==> src/rtl/board_defs.vh <==
// Board-wide defaults shared by the conditioner and the board top.
`ifndef BOARD_DEFS_VH
`define BOARD_DEFS_VH
`define BOARD_CLK_HZ      100000000
`define BOARD_DEBOUNCE_US 10000
`define BOARD_N_SW        4
`define BOARD_N_BTN       4
`endif

==> src/rtl/input_conditioner_pkg.sv <==
// Shared constants and the debounce-length helper for the input conditioner.
// Pure declarations: no latency, no flow control.
package input_conditioner_pkg;

`include "board_defs.vh"

    localparam int CLK_HZ_DEF      = `BOARD_CLK_HZ;
    localparam int DEBOUNCE_US_DEF = `BOARD_DEBOUNCE_US;
    localparam int N_SW            = `BOARD_N_SW;
    localparam int N_BTN           = `BOARD_N_BTN;

    // Cycles of disagreement needed before a level commits; never below one.
    function automatic int cnt_max_f(input int clk_hz, input int debounce_us);
        int c;
        c = (clk_hz / 1000000) * debounce_us;
        return (c < 1) ? 1 : c;
    endfunction

endpackage

==> src/rtl/input_conditioner_debounce_ch.sv <==
// One channel: synchroniser, debounce counter, level, edge pulses and toggle latch.
// Latency SYNC_STAGES+CNT_MAX edges from a clean raw edge; free-running, no backpressure.
module input_conditioner_debounce_ch #(
    parameter int SYNC_STAGES = 2,
    parameter int CNT_MAX     = 4
) (
    input  logic clk_i,
    input  logic rst_ni,
    input  logic raw_i,
    output logic level_o,
    output logic rise_o,
    output logic fall_o,
    output logic toggle_o,
    output logic evt_nxt_o
);

    localparam int CNT_W = $clog2(CNT_MAX + 1);

    logic [SYNC_STAGES-1:0] sync_q, sync_d;
    logic [CNT_W-1:0]       cnt_q, cnt_d;
    logic                   level_q, level_d;
    logic                   rise_q, rise_d;
    logic                   fall_q, fall_d;
    logic                   toggle_q, toggle_d;
    logic                   s;

    assign sync_d = {sync_q[SYNC_STAGES-2:0], raw_i};
    assign s      = sync_q[SYNC_STAGES-1];

    always_comb begin
        cnt_d    = cnt_q;
        level_d  = level_q;
        rise_d   = 1'b0;
        fall_d   = 1'b0;
        toggle_d = toggle_q;
        if (s == level_q) begin
            cnt_d = '0;
        end else if (cnt_q == CNT_W'(CNT_MAX - 1)) begin
            // Full run of disagreement: commit and emit the matching pulse.
            level_d = s;
            cnt_d   = '0;
            rise_d  = s;
            fall_d  = ~s;
            if (s) begin
                toggle_d = ~toggle_q;
            end
        end else begin
            cnt_d = cnt_q + CNT_W'(1);
        end
    end

    always_ff @(posedge clk_i or negedge rst_ni) begin
        if (!rst_ni) begin
            sync_q   <= '0;
            cnt_q    <= '0;
            level_q  <= 1'b0;
            rise_q   <= 1'b0;
            fall_q   <= 1'b0;
            toggle_q <= 1'b0;
        end else begin
            sync_q   <= sync_d;
            cnt_q    <= cnt_d;
            level_q  <= level_d;
            rise_q   <= rise_d;
            fall_q   <= fall_d;
            toggle_q <= toggle_d;
        end
    end

    assign level_o   = level_q;
    assign rise_o    = rise_q;
    assign fall_o    = fall_q;
    assign toggle_o  = toggle_q;
    assign evt_nxt_o = rise_d | fall_d;

endmodule

==> src/rtl/input_conditioner.sv <==
// N-channel switch/button conditioner: debounced level, rise/fall pulses, toggle, any-event.
// Latency SYNC_STAGES+CNT_MAX edges per channel; free-running, no backpressure.
module input_conditioner
    import input_conditioner_pkg::*;
#(
    parameter int N_CH        = 8,
    parameter int CLK_HZ      = CLK_HZ_DEF,
    parameter int DEBOUNCE_US = DEBOUNCE_US_DEF,
    parameter int SYNC_STAGES = 2
) (
    input  logic            clk_i,
    input  logic            rst_ni,
    input  logic [N_CH-1:0] raw_i,
    output logic [N_CH-1:0] level_o,
    output logic [N_CH-1:0] rise_o,
    output logic [N_CH-1:0] fall_o,
    output logic [N_CH-1:0] toggle_o,
    output logic            any_evt_o
);

    localparam int CNT_MAX = cnt_max_f(CLK_HZ, DEBOUNCE_US);

    logic [N_CH-1:0] evt_nxt;
    logic            any_evt_q, any_evt_d;

    for (genvar g = 0; g < N_CH; g++) begin : g_ch
        input_conditioner_debounce_ch #(
            .SYNC_STAGES (SYNC_STAGES),
            .CNT_MAX     (CNT_MAX)
        ) u_ch (
            .clk_i     (clk_i),
            .rst_ni    (rst_ni),
            .raw_i     (raw_i[g]),
            .level_o   (level_o[g]),
            .rise_o    (rise_o[g]),
            .fall_o    (fall_o[g]),
            .toggle_o  (toggle_o[g]),
            .evt_nxt_o (evt_nxt[g])
        );
    end

    // Reduced from next-state pulses so the flop lands in the same cycle as RISE/FALL.
    assign any_evt_d = |evt_nxt;

    always_ff @(posedge clk_i or negedge rst_ni) begin
        if (!rst_ni) begin
            any_evt_q <= 1'b0;
        end else begin
            any_evt_q <= any_evt_d;
        end
    end

    assign any_evt_o = any_evt_q;

endmodule

==> config.mk <==
export PLATFORM = sky130hd
export DESIGN_NAME = input_conditioner
export DESIGN_NICKNAME = d
export VERILOG_FILES = /design/src/rtl/input_conditioner_pkg.sv /design/src/rtl/input_conditioner_debounce_ch.sv /design/src/rtl/input_conditioner.sv
export VERILOG_INCLUDE_DIRS = /design/src /design/src/rtl
export SDC_FILE = /design/constraint.sdc
export NUM_CORES = 1
export LEC_CHECK = 0
export BUFFER_PORTS_ARGS = -buffer_cell sky130_fd_sc_hd__buf_2
export CORE_ASPECT_RATIO = 1.25
export CORE_UTILIZATION = 39
export DETAILED_ROUTE_END_ITERATION = 16
export REMOVE_ABC_BUFFERS = 1
export SLEW_MARGIN = 20
export SYNTH_ARGS = -nofsm -noshare
export SYNTH_HDL_FRONTEND = slang
export SYNTH_SLANG_ARGS = --single-unit
==> constraint.sdc <==
create_clock -name clk_i -period 3.2 [get_ports clk_i]
set_input_delay 0.16 -clock clk_i [delete_from_list [all_inputs] [get_ports clk_i]]
set_output_delay 0.16 -clock clk_i [all_outputs]
set_load 0.005 [all_outputs]
==> flow_summary.json, run 1 <==
{
  "status": "completed",
  "synth_top_area_cell": "dfrtp_1",
  "use_met3_pct": 2.19,
  "cts.clk_slew.worst_paths_ps": 60,
  "crit_family": "simple AND/OR/NAND/NOR gates",
  "power_per_cell_area_nw_per_um2": 503,
  "num_io_pins": 43,
  "period_needed_ps": 2300,
  "syn_inst": 930,
  "grt_use_total_pct": 14.5,
  "ff2ff_setup_slack_ps": 900,
  "numPortBuffers": 42,
  "top_usage_layer": "met2",
  "ctsResizeCount": 0,
  "ir_drop_mv": 0.316,
  "end_kind": "flip-flop",
  "crit_buf_inv": 0,
  "yosys_most_used_dff": "dfrtp_1",
  "start_util_pct": 40.1,
  "ys_top_cells_by_area": "dfrtp_1 (54%), xnor2_1 (7.5%), nor2_1 (7.3%), xor2_1 (7.1%), nand3_1 (3.4%)",
  "cts-buffers-inserted": 23,
  "synth_common_cells": "dfrtp_1 (209), nor2_1 (186), xnor2_1 (82), xor2_1 (78), nand3_1 (66)",
  "r2r-start": "g_ch[4].u_ch.cnt_q[0]",
  "whs_ps": 170,
  "dpl.hpwl_um": 11300,
  "cp_cell_sequence": "ha_1 -> nand3_1 -> or4_1 -> nand2_1 -> nor2_1",
  "critPathKind": "reg -> reg",
  "ff2ff_path_depth": 5,
  "clockRootBuffer": "clkbuf_16",
  "drive_above_1_share_pct": 10.2,
  "die-area_um2": 25300,
  "crit_required_ps": 3560,
  "rsz0062_at_grt": "false",
  "grt_pass1_vias": 6329,
  "wl_um": 17100,
  "max_stage_delay_ps": 650,
  "placed_cells": 1253,
  "syn_avg_cell_area_um2": 10.3,
  "core_um2": 24000,
  "grt.overflow.total": 0,
  "r2r-end": "g_ch[4].u_ch.cnt_q[17]",
  "drt_iter0_drc": 399,
  "dr.pass1.iters": 7,
  "synth-seq-cells": 209,
  "tns_ps": 0,
  "route.detailed.drc": 0,
  "crit_path_max_fanout": 19,
  "ys.warnings.count": 0,
  "wl_per_cell_um": 13.1,
  "insertion_delay_ps": 510,
  "cpMaxStageDelayCell": "or4_1",
  "synth.most_common_cell": "dfrtp_1",
  "gp_congestion": 0.816,
  "crit_path_start_kind": "flip-flop",
  "max_freq_mhz": 435,
  "ctsHtreeMaxLevel": 1,
  "cts_tree": "done",
  "final_util_pct": 45.1,
  "drv_slew": 0,
  "clock_sinks": 209,
  "synth_top_cell_area_share_pct": 54.4,
  "p_leak_nw": 4.76,
  "grt_pass1_wl_um": 30200,
  "hold_violations": 0,
  "avgViaCountPerCell": 4.92,
  "nets": 980,
  "met1_usage_pct": 19.4,
  "arrival_ps": 2660,
  "dieWidth_um": 142,
  "tightest_slew_ps": 1000,
  "setup_viol": 0,
  "syn_area_um2": 9620,
  "grt_start_max_net_pins": 72,
  "yosysSeqAreaShare_pct": 54.4,
  "fin_skew_ps": 11.2,
  "num_vias": 6406,
  "drv_cap": 0,
  "ys_types": 37,
  "die_h_um": 178,
  "met2_usage_pct": 24.0,
  "antenna_found_initial": 0,
  "area_delta_synth_final_pct": 12.3,
  "fin_cells": 1302,
  "async_flop_share_pct": 100,
  "min_path_type": "in -> async",
  "clockBufferDepth": 3,
  "relSlewSlack_pct": 32.6,
  "placement_rows": 63,
  "fin_crit_sh_pct": 71.8,
  "post_cts_buffers": 0,
  "n_antenna_cell": 0,
  "synth-edff-count": 0,
  "ant_nets": 0
}
==> repair_timing <==
| item | 4_1_cts | 5_1_grt |
|---|---|---|
| hold buffers | 9 | 0 |
| endpoints found under the hold margin | 63 | 0 |
| setup endpoints to repair | 0 | 0 |
==> worst max-delay path by stage <==
stage	startpoint	to	slack, ps	depth (start not counted)
global placement	g_ch[4].u_ch.cnt_q[0]	g_ch[4].u_ch.cnt_q[16]	940	5
finish	g_ch[4].u_ch.cnt_q[0]	g_ch[4].u_ch.cnt_q[17]	900	5
detailed placement	g_ch[4].u_ch.cnt_q[0]	g_ch[4].u_ch.cnt_q[3]	880	5
floorplan	g_ch[2].u_ch.cnt_q[15]	g_ch[2].u_ch.toggle_o	1200	5
global route	g_ch[4].u_ch.cnt_q[0]	g_ch[4].u_ch.cnt_q[4]	690	5
CTS	g_ch[4].u_ch.cnt_q[0]	g_ch[4].u_ch.cnt_q[17]	860	5
==> where the power goes <==
part | total [W] | leakage (nW) | switching (W) | internal, W
logic | 0.000149 | 1.53 | 0.000104 | 0.0000451
registers | 0.00271 | 2.86 | 0.0000338 | 0.00268
clock network | 0.00258 | 0.367 | 0.00105 | 0.00152
==> final cells by class <==
| class | instances | area, um^2 |
|---|---|---|
| clock inverter | 14 | 133 |
| sequential | 209 | 5230 |
| tap | 325 | 407 |
| clock buffer | 26 | 607 |
| fill | 2306 | 13200 |
| timing repair buffer | 54 | 345 |
| multi-input combinational | 659 | 4020 |
| inverter | 15 | 56.3 |
==> kinds of logic (layout without fill, tap and decap cells) <==
kind of cell / count (synthesis) / after routing / share of synthesized area (%)
AOI/OAI and AO/OA: 3 / 3 / 0.234
xor gates and xnor gates: 160 / 160 / 14.6
adders and majority gates: 8 / 8 / 1.04
buffers and inverters: 62 / 109 / 3.82
DFF: 209 / 209 / 54.4
muxes: 6 / 6 / 0.702
and+or+nand+nor: 482 / 482 / 25.3
==> through the flow <==
stage	area, um^2	setup slack [ps]	total power (W)
floorplan	9310	1200	0.00281
global placement	9970	945	0.00291
detailed placement	9970	881	0.00291
CTS	10800	860	0.00554
global route	10800	692	0.00567
finish	10800	904	0.00544
==> registers in the layout (all words and copies together), names as in the netlist <==
signal	count
g_ch.u_ch.toggle_o	8
g_ch.u_ch.rise_o	8
g_ch.u_ch.fall_o	8
g_ch.u_ch.sync_q	16
any_evt_o	1
g_ch.u_ch.level_o	8
g_ch.u_ch.cnt_q	160
==> cells in the final DEF (no fill, tap or decap), types with 15 or more instances in the layout <==
cell type,synthesis,layout
and3_1,31,31
buf_2,5,41
clkbuf_16,0,23
dfrtp_1,209,209
inv_1,15,15
nand2_1,57,57
nand3_1,66,66
nand4_1,31,31
nor2_1,186,186
nor3_1,22,22
nor4_1,21,21
xnor2_1,82,82
xor2_1,78,78
==> worst register-to-register path, stage by stage, from the launching register on <==
cell	delay [ps]
dfrtp_1	400
ha_1	280
nand3_1	160
or4_1	650
nand2_1	530
nor2_1	130
==> layer usage <==
metal / vias to the layer above / wire length (um)
met5: - / 0
met1: 3113 / 7960
met2: 94 / 8020
met4: 0 / 383
li1: 3169 / -
met3: 30 / 720
(Power assumes the default switching activity.)
==> run 2, diff against run 1 <==
- clock period: 3.2 -> 2.08 ns (I/O delays scaled with it)
==> run 2 against run 1 <==
Sequential power grew 54%. Hold slack got worse by 22 ps. Fmax increased by 14%. Via count rose by 1.9%. Power grew 65%. Flip-flop and latch count did not move. Clock power rose by 75%. Clock skew is 3.9 ps lower. Setup slack worse by 850 ps. Critical path type unchanged.
==> flow_summary.json, run 2 (synthesis results as in run 1) <==
{
  "status": "completed",
  "power_per_cell_area_nw_per_um2": 785,
  "arrival_ps": 2450,
  "route.detailed.drc": 0,
  "max_stage_delay_ps": 520,
  "rsz0062_at_grt": "true",
  "crit_required_ps": 2510,
  "cts-buffers-inserted": 24,
  "crit_family": "simple AND/OR/NAND/NOR gates",
  "max_freq_mhz": 494,
  "final_common_cell": "dfrtp_1",
  "crit_path_max_fanout": 2,
  "critPathKind": "reg -> reg",
  "num_io_pins": 43,
  "end_kind": "flip-flop",
  "die_h_um": 178,
  "crit_cells": 5,
  "largest_reg_flops": 160,
  "ff2ff_path_depth": 5,
  "num_vias": 6527,
  "grt_pass1_wl_um": 31700,
  "regMostFlops": "g_ch.u_ch.cnt_q",
  "fin_crit_sh_pct": 97.3,
  "nets": 1027,
  "insertion_delay_ps": 510,
  "period_needed_ps": 2020,
  "wl_per_cell_um": 13.2,
  "clockBufferDepth": 3,
  "multiInputGateArea_um2": 4070,
  "wl_um": 17900,
  "hold_violations": 0,
  "relSlewSlack_pct": 60.1,
  "grt_start_max_net_pins": 67,
  "clock_sinks": 209,
  "dpl.hpwl_um": 12100,
  "tns_ps": 0,
  "n_antenna_cell": 0,
  "drv_cap": 0,
  "placement_rows": 63,
  "fillers": 2245,
  "min_path_type": "in -> async",
  "start_util_pct": 40.1,
  "dr.pass1.iters": 4,
  "tightest_slew_ps": 590,
  "crit_path_start_kind": "flip-flop",
  "reg.largest.list": "g_ch.u_ch.cnt_q x160, g_ch.u_ch.sync_q x16",
  "numPortBuffers": 42,
  "grt_use_total_pct": 15.2,
  "dieWidth_um": 142,
  "p_leak_nw": 5.09,
  "gp_congestion": 0.861,
  "area_delta_synth_final_pct": 18.6,
  "fin_skew_ps": 7.31,
  "ir_drop_mv": 0.599,
  "die-area_um2": 25300,
  "grt.overflow.total": 0,
  "grt_pass1_vias": 6703,
  "ctsHtreeMaxLevel": 1,
  "avgViaCountPerCell": 4.83,
  "drive_above_1_share_pct": 15.8,
  "setup_viol": 0,
  "cpMaxStageDelayCell": "or4b_4",
  "drt_iter0_drc": 267,
  "cts_tree": "done",
  "regArea_um2": 5230,
  "final_cell_mix": "dfrtp_1 (209), nor2_1 (186), xnor2_1 (82)",
  "clockRootBuffer": "clkbuf_16",
  "ant_nets": 0,
  "cp_cell_sequence": "or4b_4 -> or4_4 -> or2_4 -> nor3b_4 -> xor2_1",
  "final_util_pct": 47.6,
  "antenna_found_initial": 0,
  "drv_slew": 0,
  "cts.clk_slew.worst_paths_ps": 60,
  "core_um2": 24000,
  "crit_buf_inv": 0
}
## run 2: cell count changes in the layout (fill, tap and decap cells not counted), moves of 3 or more
cell,previous run,this run
buf_12,1,7
buf_4,2,41
clkbuf_8,2,5
clkinv_2,8,5
or4_1,5,1
or4_4,0,4
## run 2: worst paths after layout
path,end,from,slack [ps]
max,g_ch[2].u_ch.toggle_o,g_ch[2].u_ch.cnt_q[15],60
min,g_ch[7].u_ch.cnt_q[7],rst_ni,150
max reg2reg,g_ch[2].u_ch.toggle_o,g_ch[2].u_ch.cnt_q[15],60
min reg2reg,g_ch[3].u_ch.sync_q[1],g_ch[3].u_ch.sync_q[0],350
max in group asynchronous,g_ch[4].u_ch.cnt_q[16],rst_ni,1300
min in group clk_i,g_ch[1].u_ch.sync_q[0],raw_i[1],230
## run 2: metal layers
| metal | vias up | track usage [%] | routed length (um) |
|---|---|---|---|
| li1 | 3257 | - | - |
| met1 | 3155 | 19.4 | 8140 |
| met2 | 82 | 26.1 | 8640 |
| met3 | 33 | 2.64 | 668 |
| met4 | 0 | 4.66 | 435 |
| met5 | - | 0 | 0 |
## run 2: area by class of cell
cell class                 count  share of cell area, %
sequential                   209                   45.8
multi-input combinational    659                   35.7
timing repair buffer         100                   6.74
clock buffer                  31                   6.12
tap                          325                   3.56
clock inverter                13                   1.55
inverter                      15                  0.493
## run 2: worst reg2reg max path: stages (launching register included)
cell     delay [ps]
dfrtp_1         380
or4b_4          520
or4_4           430
or2_4           260
nor3b_4         200
xor2_1          160
## run 2: power breakdown
part | total [W] | internal [W] | switching, W | leakage [nW]
combinational | 0.000280 | 0.000108 | 0.000171 | 1.80
clock | 0.00451 | 0.00286 | 0.00164 | 0.426
sequential | 0.00417 | 0.00412 | 0.0000502 | 2.86
## run 2: through the flow
step	power, W	hold WS, ps	std cells	area, um^2	setup slack [ps]
floorplan	0.00433	-192	883	9310	79.1
finish	0.00896	148	1352	11400	57.0
global placement	0.00452	115	1296	10400	52.9
detailed placement	0.00452	113	1296	10400	33.5
CTS	0.00913	161	1349	11300	17.9
global route	0.00935	176	1352	11400	-39.7
## run 2: what timing repair did
| action | 4_1_cts | 5_1_grt |
|---|---|---|
| hold endpoints to repair | 103 | 0 |
| hold buffers | 9 | 0 |
| gates resized for setup | 0 | 13 |
| endpoints found under the setup margin | 0 | 22 |
| setup buffers | 0 | 3 |
==> run 3, diff against run 2 <==
- CTS_BUF_LIST: default -> sky130_fd_sc_hd__clkbuf_2 sky130_fd_sc_hd__clkbuf_4 sky130_fd_sc_hd__clkbuf_8
==> run 3 against run 2 <==
Critical path depth did not move. Final cell count rose by 1.3%. Clock skew rose by 11 ps. Power fell by 8.3%. Register-to-register slack barely moved. Global-route usage rose by 0.17 points. Final area fell by 1.3%. Non-clock buffer count fell by 1. Die area did not move.
==> flow_summary.json, run 3 (synthesis results as in run 1) <==
{
  "core_um2": 24000,
  "insertion_delay_ps": 520,
  "start_util_pct": 40.1,
  "clockBufferDepth": 3,
  "dpl.hpwl_um": 12100,
  "final_cell_mix": "dfrtp_1 (208), nor2_1 (186), xnor2_1 (82)",
  "period_needed_ps": 2010,
  "dieWidth_um": 142,
  "final_util_pct": 47.0,
  "cp-startpoint": "g_ch[2].u_ch.cnt_q[15]",
  "grt_start_max_net_pins": 67,
  "max_freq_mhz": 496,
  "route.detailed.drc": 0,
  "ant_nets": 0,
  "hold_violations": 0,
  "p_leak_nw": 5.06,
  "area_delta_synth_final_pct": 17.0,
  "relSlewSlack_pct": 59.4,
  "grt_pass1_wl_um": 31600,
  "placed_cells": 1296,
  "grt_use_total_pct": 15.4,
  "min_path_type": "in -> async",
  "die_h_um": 178,
  "reg.largest.list": "g_ch.u_ch.cnt_q x160, g_ch.u_ch.sync_q x16",
  "largest_reg_flops": 160,
  "crit_path_start_kind": "flip-flop",
  "clock_sinks": 209,
  "status": "completed",
  "drv_cap": 0,
  "fin_skew_ps": 18.6,
  "crit_path_max_fanout": 2,
  "r2r-start": "g_ch[2].u_ch.cnt_q[15]",
  "dr.pass1.iters": 4,
  "ctsHtreeMaxLevel": 2,
  "num_vias": 6593,
  "die-area_um2": 25300,
  "ir_drop_mv": 0.472,
  "fin_cells": 1370,
  "clockRootBuffer": "clkbuf_8",
  "num_io_pins": 43,
  "avgViaCountPerCell": 4.81,
  "p_total_w": 0.00821,
  "setup_viol": 0,
  "regMostFlops": "g_ch.u_ch.cnt_q",
  "drv_slew": 0,
  "numPortBuffers": 42,
  "power_per_cell_area_nw_per_um2": 729,
  "final_common_cell": "dfrtp_1",
  "tightest_slew_ps": 600,
  "critPathKind": "reg -> reg",
  "drt_iter0_drc": 294,
  "placement_rows": 63,
  "grt_pass1_vias": 6737,
  "cts.clk_slew.worst_paths_ps": 50,
  "drive_above_1_share_pct": 17.2,
  "arrival_ps": 2450,
  "n_antenna_cell": 0,
  "antenna_found_initial": 0,
  "fin_crit_sh_pct": 96.9,
  "cts_tree": "done",
  "crit_required_ps": 2520,
  "end_kind": "flip-flop",
  "nets": 1040,
  "grt.overflow.total": 0,
  "cts-buffers-inserted": 38,
  "wl_um": 18000,
  "wl_per_cell_um": 13.1,
  "gp_congestion": 0.861,
  "fillers": 2261
}
==> run 3: timing repair <==
action                                  4_1_cts  5_1_grt
endpoints found under the setup margin        0       21
endpoints found under the hold margin       146        0
resized for setup                             0       12
setup buffers                                 0        2
hold buffers                                  9        0
==> run 3: report_power, final <==
| group | total [W] | internal [W] | switching, W |
|---|---|---|---|
| Combinational | 0.000280 | 0.000108 | 0.000172 |
| Clock | 0.00376 | 0.00216 | 0.00160 |
| Sequential | 0.00417 | 0.00412 | 0.0000499 |
| Total | 0.00821 | 0.00639 | 0.00182 |
==> run 3: final timing paths <==
kind | endpoint | slack (ps) | cells past startpoint
setup / recovery | g_ch[2].u_ch.toggle_o | 70 | 5
hold / removal | g_ch[7].u_ch.cnt_q[7] | 140 | 2
setup reg to reg | g_ch[2].u_ch.toggle_o | 70 | 5
hold reg to reg | g_ch[4].u_ch.sync_q[1] | 350 | 0
max in group asynchronous | g_ch[6].u_ch.toggle_o | 1290 | 3
min in group clk_i | g_ch[0].u_ch.sync_q[0] | 230 | 2
==> run 3: per-stage QoR <==
| step | setup slack [ps] | TNS, ps | hold WS [ps] | instance area, um^2 |
|---|---|---|---|---|
| 3_5_place_dp | 33.5 | 0 | 113 | 10400 |
| 4_1_cts | 18.0 | 0 | 136 | 11200 |
| 2_1_floorplan | 79.1 | 0 | -192 | 9310 |
| 6_report | 65.2 | 0 | 139 | 11300 |
| 5_1_grt | -32.9 | -32.9 | 156 | 11300 |
| 3_3_place_gp | 52.9 | 0 | 115 | 10400 |
==> run 3: worst max-delay path, cell delays in order, from the launching register on <==
cell and delay [ps]:
dfrtp_1 380, or4b_1 510, or4_4 430, or2_4 260, nor3b_4 200, xor2_1 160
==> run 3: area by class of cell <==
type / instances / area (um^2) / share of cell area (%)
sequential: 209 / 5230 / 46.5
timing repair buffer: 99 / 762 / 6.77
tap: 325 / 407 / 3.61
clock inverter: 6 / 30.0 / 0.267
multi-input combinational: 659 / 4060 / 36.1
inverter: 15 / 56.3 / 0.500
clock buffer: 57 / 709 / 6.30
==> run 3: layer usage <==
metal	up-vias	wire, um	track usage, %
met5	-	0	0
met4	0	472	6.18
met3	38	748	3.40
met2	93	8600	25.4
li1	3290	-	-
met1	3172	8190	19.4
